<file path="src/rtl/wb_reg_writer.sv">
// Register-file write arbiter: merges ALU results and in-order load returns into
// a single registered write port, with a small write buffer and load tracker.
module wb_reg_writer #(
    parameter int BUF_DEPTH = 2,
    parameter int LD_DEPTH  = 2
) (
    input  logic        clk,
    input  logic        rst,
    input  logic        alu_valid,
    input  logic [4:0]  alu_rd,
    input  logic [31:0] alu_data,
    input  logic        ld_issue,
    input  logic [4:0]  ld_issue_rd,
    input  logic        ld_valid,
    input  logic [31:0] ld_data,
    output logic [4:0]  rd,
    output logic [31:0] data,
    output logic [31:0] busy,
    output logic        stall,
    output logic        ld_full,
    output logic        err
);

    localparam int BW = $clog2(BUF_DEPTH + 1);
    localparam int LW = $clog2(LD_DEPTH + 1);

    logic [4:0]    wb_rd     [BUF_DEPTH];
    logic [31:0]   wb_data   [BUF_DEPTH];
    logic [BW-1:0] wb_cnt;
    logic [4:0]    trk_rd    [LD_DEPTH];
    logic [LW-1:0] trk_cnt;

    logic [4:0]    wb_rd_n   [BUF_DEPTH];
    logic [31:0]   wb_data_n [BUF_DEPTH];
    logic [BW-1:0] wb_cnt_n;
    logic [4:0]    trk_rd_n  [LD_DEPTH];
    logic [LW-1:0] trk_cnt_n;
    logic [4:0]    rd_n;
    logic [31:0]   data_n;
    logic          err_n;

    logic          ld_ev;
    logic [4:0]    ld_ev_rd;
    logic          alu_ev;
    logic [1:0]    push_v;
    logic [4:0]    push_rd   [2];
    logic [31:0]   push_data [2];

    assign stall   = (wb_cnt != '0);
    assign ld_full = (trk_cnt == LW'(LD_DEPTH));

    always_comb begin
        trk_rd_n  = trk_rd;
        trk_cnt_n = trk_cnt;
        wb_rd_n   = wb_rd;
        wb_data_n = wb_data;
        wb_cnt_n  = wb_cnt;
        err_n     = err;
        rd_n      = '0;
        data_n    = '0;
        ld_ev     = 1'b0;
        ld_ev_rd  = '0;
        alu_ev    = 1'b0;
        push_v    = '0;
        push_rd   = '{default: '0};
        push_data = '{default: '0};

        // Tracker pops before it pushes, so a full tracker accepts issue+return together.
        if (ld_valid) begin
            if (trk_cnt == '0) begin
                err_n = 1'b1;
            end else begin
                ld_ev    = (trk_rd[0] != '0);
                ld_ev_rd = trk_rd[0];
                for (int unsigned i = 0; i < LD_DEPTH - 1; i++)
                    trk_rd_n[i] = trk_rd[i+1];
                trk_cnt_n = trk_cnt - LW'(1);
            end
        end
        if (ld_issue) begin
            if (ld_full && !ld_valid) begin
                err_n = 1'b1;
            end else begin
                for (int unsigned i = 0; i < LD_DEPTH; i++)
                    if (trk_cnt_n == LW'(i)) trk_rd_n[i] = ld_issue_rd;
                trk_cnt_n = trk_cnt_n + LW'(1);
            end
        end

        if (alu_valid) begin
            if (stall) err_n = 1'b1;
            else       alu_ev = (alu_rd != '0);
        end

        if (wb_cnt != '0) begin
            rd_n   = wb_rd[0];
            data_n = wb_data[0];
            for (int unsigned i = 0; i < BUF_DEPTH - 1; i++) begin
                wb_rd_n[i]   = wb_rd[i+1];
                wb_data_n[i] = wb_data[i+1];
            end
            wb_cnt_n     = wb_cnt - BW'(1);
            push_v[0]    = ld_ev;
            push_rd[0]   = ld_ev_rd;
            push_data[0] = ld_data;
            push_v[1]    = alu_ev;
            push_rd[1]   = alu_rd;
            push_data[1] = alu_data;
        end else if (ld_ev) begin
            rd_n         = ld_ev_rd;
            data_n       = ld_data;
            push_v[0]    = alu_ev;
            push_rd[0]   = alu_rd;
            push_data[0] = alu_data;
        end else if (alu_ev) begin
            rd_n   = alu_rd;
            data_n = alu_data;
        end

        for (int unsigned k = 0; k < 2; k++) begin
            if (push_v[k]) begin
                if (wb_cnt_n == BW'(BUF_DEPTH)) begin
                    err_n = 1'b1;
                end else begin
                    for (int unsigned i = 0; i < BUF_DEPTH; i++) begin
                        if (wb_cnt_n == BW'(i)) begin
                            wb_rd_n[i]   = push_rd[k];
                            wb_data_n[i] = push_data[k];
                        end
                    end
                    wb_cnt_n = wb_cnt_n + BW'(1);
                end
            end
        end
    end

    always_comb begin
        busy = '0;
        for (int unsigned i = 0; i < LD_DEPTH; i++)
            if (LW'(i) < trk_cnt) busy[trk_rd[i]] = 1'b1;
        for (int unsigned i = 0; i < BUF_DEPTH; i++)
            if (BW'(i) < wb_cnt) busy[wb_rd[i]] = 1'b1;
        busy[0] = 1'b0;
    end

    always_ff @(posedge clk or negedge rst) begin
        if (!rst) begin
            for (int unsigned i = 0; i < BUF_DEPTH; i++) begin
                wb_rd[i]   <= '0;
                wb_data[i] <= '0;
            end
            for (int unsigned i = 0; i < LD_DEPTH; i++)
                trk_rd[i] <= '0;
            wb_cnt  <= '0;
            trk_cnt <= '0;
            rd      <= '0;
            data    <= '0;
            err     <= 1'b0;
        end else begin
            wb_rd   <= wb_rd_n;
            wb_data <= wb_data_n;
            trk_rd  <= trk_rd_n;
            wb_cnt  <= wb_cnt_n;
            trk_cnt <= trk_cnt_n;
            rd      <= rd_n;
            data    <= data_n;
            err     <= err_n;
        end
    end

endmodule
</file>
<file path="config.mk">
export PLATFORM = sky130hd
export DESIGN_NAME = wb_reg_writer
export DESIGN_NICKNAME = d
export VERILOG_FILES = /design/src/rtl/wb_reg_writer.sv
export SDC_FILE = /design/constraint.sdc
export NUM_CORES = 1
export LEC_CHECK = 0
export BUFFER_PORTS_ARGS = -buffer_cell sky130_fd_sc_hd__buf_2
export CAP_MARGIN = 20
export CORE_UTILIZATION = 60
export CTS_BUF_LIST = sky130_fd_sc_hd__clkbuf_2 sky130_fd_sc_hd__clkbuf_4 sky130_fd_sc_hd__clkbuf_8
export DETAILED_ROUTE_END_ITERATION = 10
export GPL_TIMING_DRIVEN = 1
export PLACE_DENSITY = 0.91
export SYNTH_ARGS = -nofsm -noshare
export SYNTH_HDL_FRONTEND = slang
export SYNTH_SLANG_ARGS = --single-unit
</file>
<file path="constraint.sdc">
create_clock -name clk -period 4.76 [get_ports clk]
set_clock_uncertainty 0.1 [all_clocks]
set_input_delay 0.952 -clock clk [delete_from_list [all_inputs] [get_ports clk]]
set_output_delay 0.952 -clock clk [all_outputs]
set_load 0.1 [all_outputs]
</file>
======== After elaboration in Yosys (flattened, before gate mapping) ========
Index checks and enable logic that the tools add are counted.
operators by class
  equality and inequality tests ........... 6
  reduce and logical (&&, ||, !) cells .... 14
  multiplexer cells ....................... 76
  bitwise operators ....................... 4
  $add $sub $neg .......................... 5
  order comparisons ....................... 12
operator list
  cell                                                               count
  2-to-1 mux 32 bit                                                  15
  2-to-1 mux 64 bit                                                  4
  OR 32 bit                                                          3
  2-to-1 mux 5 bit                                                   17
  2-to-1 mux 10 bit                                                  6
  < comparator 5 x 6 -> 1 bit, second input constant                 4
  2-to-1 mux 1 bit                                                   21
  demux 1 bit (select 5 bit)                                         4
  greater-or-equal comparator 5 x 1 -> 1 bit, second input constant  4
  2-to-1 mux 2 bit                                                   9
  nonzero test 5 bit                                                 2
  zero test 2 bit                                                    4
  < comparator 1 x 2 -> 1 bit, first input constant                  4
  adder 2 x 1 -> 2 bit, second input constant                        3
  equality test 2 x 1 -> 1 bit, second input constant                3
  equality test 2 bit, second input constant                         3
  logical AND 1 bit                                                  5
  subtractor 2 x 1 -> 2 bit, second input constant                   2
  AND reduction 3 bit                                                1
  nonzero test 2 bit                                                 1
  zero test 1 bit                                                    1
  NOT 1 bit                                                          1
storage, ports and cells
  input bits .............................. 79
  flip-flop bits (word level) ............. 126
  output and inout bits ................... 72

======== Depth between registers and ports, before layout ========
Gate-level depths: netlist of run 1.
  depth in word-level cells ............... 11
  depth in mapped cells ................... 9
  depth with buffers taken out ............ 8

======== Worst setup path after synthesis of run 1 ========
OpenSTA, ideal clock, no wires.
  path kind ............................... flip-flop to output port
  start ................................... register wb_cnt[1]
  end ..................................... output busy[3]
  cell stages (with the launch flop) ...... 8
  data required time ...................... 3708 ps
  path slack .............................. 304 ps
  arrival ................................. 3404 ps
  cell sequence ........................... dfrtp_1 buf_2 nor2_1 inv_1 buf_2 buf_1 nand3_1 o21ai_0
on the way
  longest elaborated chain between the ends .. 4
  elaborated cells between the ends (all ways) .. 5
RTL lines
  element                      line  text
  start: declaration           29    logic [BW-1:0] wb_cnt;
  start signal: assignment     163   wb_cnt <= wb_cnt_n;
  < comparator 1 x 2 -> 1 bit  142   if (BW'(i) < wb_cnt) busy[wb_rd[i]] = 1'b1;
  2-to-1 mux 32 bit            142
  OR 32 bit (no source line)   -
  2-to-1 mux 32 bit (*)        142
  end: declaration             18    output logic [31:0] busy,
Mark *: on every way between the ends. The rest lies on a longest branch, timed or not.

======== Worst setup path in the final report of run 1 ========
Same ends and word-level chain as after synthesis.

==> results of run 1 <==
==> routing by layer <==
layer  part of all wire, %  wire length (µm)
met4                   3.0               597
met3                    12              2390
met1                    40              8100
met2                    45              9130
met5                 0.049                10
==> logic make-up after synthesis <==
group,synth area share (%)
buf+inv,6.36
compound gates,23.6
mux,9.60
other cells,0.0528
fa+ha+maj,0.352
simple gates,15.7
flops,44.4
==> critical path: cells and delay by family (launching register included) <==
kind                   cells  cell delay [ps]
and+or+nand+nor            2              260
AOI/OAI and AO/OA          1              300
DFF                        1              640
buffers and inverters      3             1130
==> report_power, final <==
group / leakage (µW) / total, µW / switching [µW] / internal (µW)
clock: 0.000195 / 922 / 444 / 478
combinational: 0.00200 / 3370 / 2580 / 786
sequential: 0.00158 / 1800 / 368 / 1430
total: 0.00377 / 6090 / 3390 / 2700
==> worst min path at each step <==
stage | start | to | slack, ps | depth (start not counted)
floorplan | wb_data[28] | wb_data[28] | 360 | 1
global placement | wb_data[30] | wb_data[30] | 370 | 1
detailed placement | wb_data[30] | wb_data[30] | 380 | 1
CTS | wb_data[30] | wb_data[30] | 400 | 1
global route | wb_data[30] | wb_data[30] | 420 | 1
finish | wb_data[30] | wb_data[30] | 400 | 1
==> state kept, by name, indices dropped and copies added (netlist names) <==
signal,count
rd,5
err,1
wb_rd,10
wb_cnt,2
data,32
wb_data,64
trk_cnt,2
trk_rd,10
==> stage by stage <==
stage / hold WS, ps / std cells / setup slack (ps)
final: 398 / 996 / 927
after global routing: 421 / 996 / 833
after CTS: 397 / 994 / 750
after detailed placement: 381 / 963 / 1250
after global placement: 372 / 963 / 1300
after floorplan: 360 / 736 / 304
==> cell usage in the layout, fill, tap and decap left out, types with 5 or more instances in the layout <==
| cell type | instances |
|---|---|
| a211oi_1 | 6 |
| a32oi_1 | 6 |
| o221a_1 | 20 |
| buf_4 | 11 |
| buf_2 | 148 |
| inv_1 | 25 |
| o21ai_0 | 13 |
| a31oi_1 | 7 |
| nand3b_1 | 9 |
| clkbuf_8 | 18 |
| a21oi_1 | 60 |
| or3_1 | 5 |
| mux2_2 | 39 |
| a221o_1 | 22 |
| nand3_1 | 60 |
| nor2b_1 | 6 |
| mux2i_1 | 22 |
| nor2_1 | 43 |
| o22ai_1 | 21 |
| nand2_1 | 43 |
| a22oi_1 | 13 |
| a221oi_1 | 10 |
| a2bb2oi_1 | 12 |
| o211ai_1 | 6 |
| nor3b_1 | 9 |
| nor3_1 | 21 |
| dfrtp_1 | 126 |
==> area by class of cell <==
type,instances,area (µm²),share of cell area [%]
sequential,126,3150,38.5
clock inverter,13,139,1.70
clock buffer,18,248,3.03
timing repair buffer,161,843,10.3
tap,143,179,2.19
multi-input combinational,509,3520,43.1
inverter,26,97.6,1.19
==> metrics.txt, run 1 <==
setup bufs post-CTS 0; Clk pin slew, worst setup/hold paths around 70 ps; first-pass GRT wire length roughly 32 mm; Tcrit/Tclk final between 80 and 90%; WP data required 3710 ps; Detail Route Antenna Nets 0; GPL Wtd Cong between 0.9 and 1; YS warnings 0; Pwr Total slightly above 6000 µW; crit path cell chain nor2_4 -> inv_2 -> buf_4 -> nand3_1 -> o21ai_0 -> buf_2; Cell Area, Placed between 7000 and 8000 µm²; n_diodes 0; type of the most critical hold path reg -> reg; reg2reg start trk_rd[7]; critical path type reg -> out; Starting Density 61.9%; I/O pins 151; worst rel slew slack 32.0%; met1 Usage GRT 45.5%; Synth top area share between 40% and 50%; Slew Limit Fails 0; Peak supply drop slightly below 0.7 mV; Max stage delay on crit path 640 ps; Max Fanout on Critical Path 66; Finished Cell Area between 8000 and 9000 µm²; DR vias around 6700; Via density slightly below 7; status finished clean; Commonest cells post-synth dfrtp_1 (126), a21oi_1 (61), nand3_1 (60); vias in the first global route roughly 6500; Pleak between 0.003 and 0.004 µW; asr flop ratio synth 100%; Post-Synthesis Cells approximately 740; fillers 819; fin nets 922; gr ovfl total 0; Post-Route Utilization 71.4%; cell with the most instances after synthesis dfrtp_1; minimum clock period roughly 3800 ps; Global Route Usage Sum around 33%; core area between 10000 and 15000 µm²; Fmax between 200 and 300 MHz; GR Layer Usage met2 between 40% and 50%; Std-Cell Rows 39; final hold vios 0; post-synthesis cell area 7100 µm²; Critical-path top delay cell dfrtp_1; largest net degree at the start of global routing 67; PortBufs 149; drt first-iter violations approximately 1000; Unique masters post-synth 57; register area share after synthesis around 44%; Mapped Avg Cell Area roughly 9.6 µm²; Post-Syn Nets between 800 and 900; H-tree depth 4; Pwr per Cell Area around 740 nW/µm²; Post-CTS Resized 0; R2R Setup Slk around 1700 ps; initial antenna violation count 1; detailed placement HPWL 12.6 mm; Die X about 110 µm; Worst-Margin Slew approximately 1000 ps; ranking of synthesized cells by area dfrtp_1 (44%), mux2_2 (6.2%), a21oi_1 (4.3%), nand3_1 (4.2%), o221a_1 (3.2%); Critical Path AT approximately 2800 ps; max_cap viols 0; Synth area leader dfrtp_1; CP Capture Type output pin; TritonCTS clock tree built; beginning of the critical path wb_cnt[1]; top_reg_cell synth dfrtp_1; ratio of cells with drive above 1 in the final layout between 20% and 30%; Startpoint Class flop; worst r2r path cells 5; Max clock buf depth 2; worst-skew pair later-pin latency about 450 ps; EDFF count, synth 0; routed wire length around 20 mm; RSZ-0062 raised after global routing false; die area approximately 12000 µm²; first drt pass iteration count 7; Die Height ~110 µm; CTS Hold Bufs 0; Yosys reg bits ~130; Final setup violation count 0; FF-to-FF End wb_data[53]; GR peak layer met2; drc violations 0; CTS Buf Count 17; layout overhead on the synthesized area 15.2%; met3 Use GR 8.47%; Avg WL per Cell about 20 µm; clk sinks about 130; Critical Path End busy[3]; Root Buffer clkbuf_8; setup TNS 0 ps
No activity file was read; power rests on OpenSTA's default activity.
==> inputs of run 2 (changes only) <==
- CORE_UTILIZATION: 60 -> 57
- PLACE_DENSITY: 0.91 -> 0.87
- clock period: 4.76 -> 3.9 ns (I/O delays scaled with it)
==> metrics.txt, run 2 (synthesized netlist as in run 1, its figures left out) <==
Slew Limit Fails 0; biggest regs wb_data x64, data x32; first drt pass iteration count 6; TritonCTS clock tree built; Detail Route Antenna Nets 0; commonest non-fill, non-tap cell in the layout buf_2; Pleak ~0.0038 µW; ratio of cells with drive above 1 in the final layout a little under a third; worst rel slew slack a little under two fifths; Worst-Margin Slew roughly 950 ps; Startpoint Class flop; Max clock buf depth 2; non-filler cells, final approximately 1000; worst-skew pair later-pin latency between 400 and 500 ps; GPL Wtd Cong roughly 0.99; Cell Area, Placed roughly 7900 µm²; type of the most critical hold path in -> async; Avg WL per Cell ~20 µm; layout overhead on the synthesized area 16.9%; minimum clock period approximately 3400 ps; CP Capture Type output pin; clk sinks around 130; Starting Density roughly three fifths; max reg flops 64; RSZ-0062 raised after global routing false; DP Cell Count just under 1000; Root Buffer clkbuf_8; gr ovfl total 0; initial antenna violation count 1; H-tree depth 4; Post-Route Utilization 68.8%; I/O pins ~150; R2R Setup Slk between 900 and 1000 ps; DR vias a little under 7000; drc violations 0; critical path type reg -> out; Peak supply drop ~0.59 mV; max_cap viols 0; Final setup violation count 0; CTS Hold Bufs 0; fillers slightly above 900; detailed placement HPWL 13.1 mm; Clk pin slew, worst setup/hold paths approximately 80 ps; final hold vios 0; n_diodes 0; Critical Path AT between 2000 and 3000 ps; Fmax 290 MHz; CTS Buf Count 17; Tcrit/Tclk final around nine tenths; PortBufs 149; die area 12900 µm²; Pwr per Cell Area just over 900 nW/µm²; core area approximately 12000 µm²; vias in the first global route ~6200; Max Fanout on Critical Path 11; largest net degree at the start of global routing between 60 and 70; Via density roughly 6.6; Finished Cell Area 8300 µm²; Die X around 110 µm; FF-to-FF End wb_data[33]; worst r2r path cells 5; fin nets about 900; drt first-iter violations 829; most frequent cells in the layout buf_2 (148), dfrtp_1 (125), a21oi_1 (60), nand3_1 (60); status finished clean; Die Height around 110 µm; routed wire length around 20 mm; Largest Register wb_data; setup bufs post-CTS 0; Std-Cell Rows 40; reg2reg start trk_rd[7]; Global Route Usage Sum a little under a third; first-pass GRT wire length 31.9 mm; Post-CTS Resized 0; Pwr Total about 7600 µW; WP data required roughly 3000 ps
## run 2: cell types whose count changed in the layout (fill, tap and decap cells not counted), moves of 2 or more
cell and delta:
buf_4 +6, clkinv_2 -2, o21ai_0 -3, o21ai_1 +3
## run 2: worst max-delay path, stage by stage, from the launching register on
cell,delay [ps]
dfrtp_1,670
nor2_4,110
nor3b_2,630
inv_1,80
o21ai_1,190
buf_2,450
## run 2: worst max-delay path by stage
stage                from           to  slack (ps)  depth (start not counted)
2_1_floorplan  trk_cnt[1]     busy[14]         -50                          5
3_3_place_gp    alu_rd[0]  wb_data[32]         950                          6
3_5_place_dp    alu_rd[0]  wb_data[50]         920                          6
4_1_cts         wb_cnt[1]      busy[2]         490                          6
5_1_grt         wb_cnt[1]      busy[2]         340                          6
6_report        wb_cnt[1]      busy[1]         450                          5
## run 2: layout make-up
| cell class | count | area [µm²] | share of cell area, % |
|---|---|---|---|
| Timing Repair Buffer | 166 | 888 | 10.7 |
| Tap cell | 168 | 210 | 2.53 |
| Clock buffer | 20 | 269 | 3.24 |
| Clock inverter | 12 | 158 | 1.90 |
| Multi-Input combinational cell | 509 | 3530 | 42.5 |
| Inverter | 26 | 97.6 | 1.18 |
| Sequential cell | 126 | 3150 | 38.0 |
## run 2: per-layer routing
metal	global-route usage, %	part of all wire (%)
met5	0	0.064
met3	6.96	9.1
met1	44.4	42
met4	11.5	2.5
met2	48.1	46
## run 2: stage by stage
stage,hold WS [ps],TNS [ps],worst slack [ps]
after floorplan,360,-107,-53.6
after global placement,368,0,951
after detailed placement,378,0,919
after CTS,326,0,489
after global routing,351,0,339
final,314,0,450
## run 2: where the power goes
part           switching (µW)  total, µW  internal, µW
clock network             542       1220           678
registers                 447       2200          1750
logic                    3160       4140           982
==> inputs of run 3 (changes only) <==
- CAP_MARGIN: 20 -> 10
- clock period: 3.9 -> 3.8 ns (I/O delays scaled with it)
==> metrics.txt, run 3 (synthesized netlist as in run 1, its figures left out) <==
Tcrit/Tclk final roughly 87%; I/O pins 151; critical path type reg -> out; WP data required 2940 ps; biggest regs wb_data x64, data x32; RSZ-0062 raised after global routing false; GPL Wtd Cong about 0.95; vias in the first global route ~6300; Slew Limit Fails 0; drc violations 0; Critical Path End busy[25]; worst rel slew slack 47.1%; CP Capture Type output pin; FF-to-FF End wb_data[42]; first drt pass iteration count 10; Finished Cell Area 8330 µm²; routed wire length 20.5 mm; Die X 114 µm; n_diodes 0; CTS Hold Bufs 0; max reg flops 64; drt first-iter violations 944; beginning of the critical path wb_cnt[1]; Startpoint Class flop; final hold vios 0; detailed placement HPWL around 13 mm; Starting Density around 60%; PortBufs ~150; most frequent cells in the layout buf_2 (148), dfrtp_1 (125), a21oi_1 (60), nand3_1 (60); Max clock buf depth 2; R2R Setup Slk around 960 ps; Final setup violation count 0; layout overhead on the synthesized area 17.3%; Critical Path AT 2450 ps; ratio of cells with drive above 1 in the final layout ~31%; TritonCTS clock tree built; DR vias slightly below 7000; gr ovfl total 0; CTS Buf Count 17; largest net degree at the start of global routing 66; Via density 6.53; Pleak 0.00383 µW; minimum clock period 3310 ps; Fmax 302 MHz; status finished clean; core area ~12000 µm²; non-filler cells, final ~1000; Post-CTS Resized 0; Avg WL per Cell approximately 20 µm; fin nets slightly above 900; Peak supply drop between 0.5 and 0.6 mV; Global Route Usage Sum between 30 and 40%; Worst-Margin Slew 793 ps; Max Fanout on Critical Path 11; commonest non-fill, non-tap cell in the layout buf_2; first-pass GRT wire length between 30 and 40 mm; Detail Route Antenna Nets 0; clk sinks between 100 and 150; Die Height 114 µm; max_cap viols 0; reg2reg start trk_rd[8]; type of the most critical hold path in -> async; Pwr per Cell Area 932 nW/µm²; worst r2r path cells 6; Root Buffer clkbuf_8; initial antenna violation count 1; Largest Register wb_data; DP Cell Count about 1000; setup TNS 0 ps; Cell Area, Placed 7900 µm²; Std-Cell Rows 40; H-tree depth 4; die area 12900 µm²; worst-skew pair later-pin latency roughly 430 ps; Clk pin slew, worst setup/hold paths approximately 80 ps; setup bufs post-CTS 0
## run 3: cell count changes in the layout (fill, tap and decap cells not counted)
cell	before	now
clkinvlp_4	3	1
inv_6	3	1
buf_4	17	20
clkbuf_8	19	20
clkbuf_4	1	3
clkinv_4	1	2
## run 3: worst min-delay path by stage
stage	slack (ps)	end	depth (start not counted)
floorplan	360	data[0]	0
global placement	370	wb_data[30]	1
detailed placement	380	wb_data[30]	1
CTS	310	rd[4]	1
global route	350	data[20]	1
finish	300	wb_data[22]	1
## run 3: cell type report
class | instances | area, µm²
multi-input cells | 509 | 3530
clock inverters | 9 | 134
clock buffers | 23 | 298
well taps | 168 | 210
flip-flops and latches | 126 | 3150
inverters | 26 | 97.6
fillers | 928 | 3730
repair buffers | 169 | 911
## run 3: through the flow
| stage | util [%] | setup slack, ps | hold slack [ps] | total power (µW) |
|---|---|---|---|---|
| after global routing | 69.1 | 371 | 345 | 8090 |
| after floorplan | - | -134 | 360 | 5630 |
| final | 69.1 | 485 | 302 | 7760 |
| after detailed placement | 65.5 | 927 | 383 | 6440 |
| after CTS | 69.1 | 491 | 315 | 7710 |
| after global placement | 65.5 | 963 | 371 | 6380 |
## run 3: worst max-delay path, cell delays in order (launching register included)
cell,delay [ps]
dfrtp_1,660
nor2_4,120
nor3b_2,550
a221o_1,270
buf_2,420
## run 3: layer usage
metal  global-route usage, %  vias to the layer above  wire [µm]
met1                    45.7                     3241       8510
li1                        -                     2987          -
met3                    5.42                       46       1910
met2                    49.4                      453       9740
met5                       0                        -         13
met4                    11.8                        2        341
## run 3: power breakdown
part	internal, µW	leakage [µW]	total [µW]	switching (µW)
Combinational	1010	0.00204	4280	3270
Sequential	1800	0.00157	2220	419
Clock	726	0.000221	1260	538
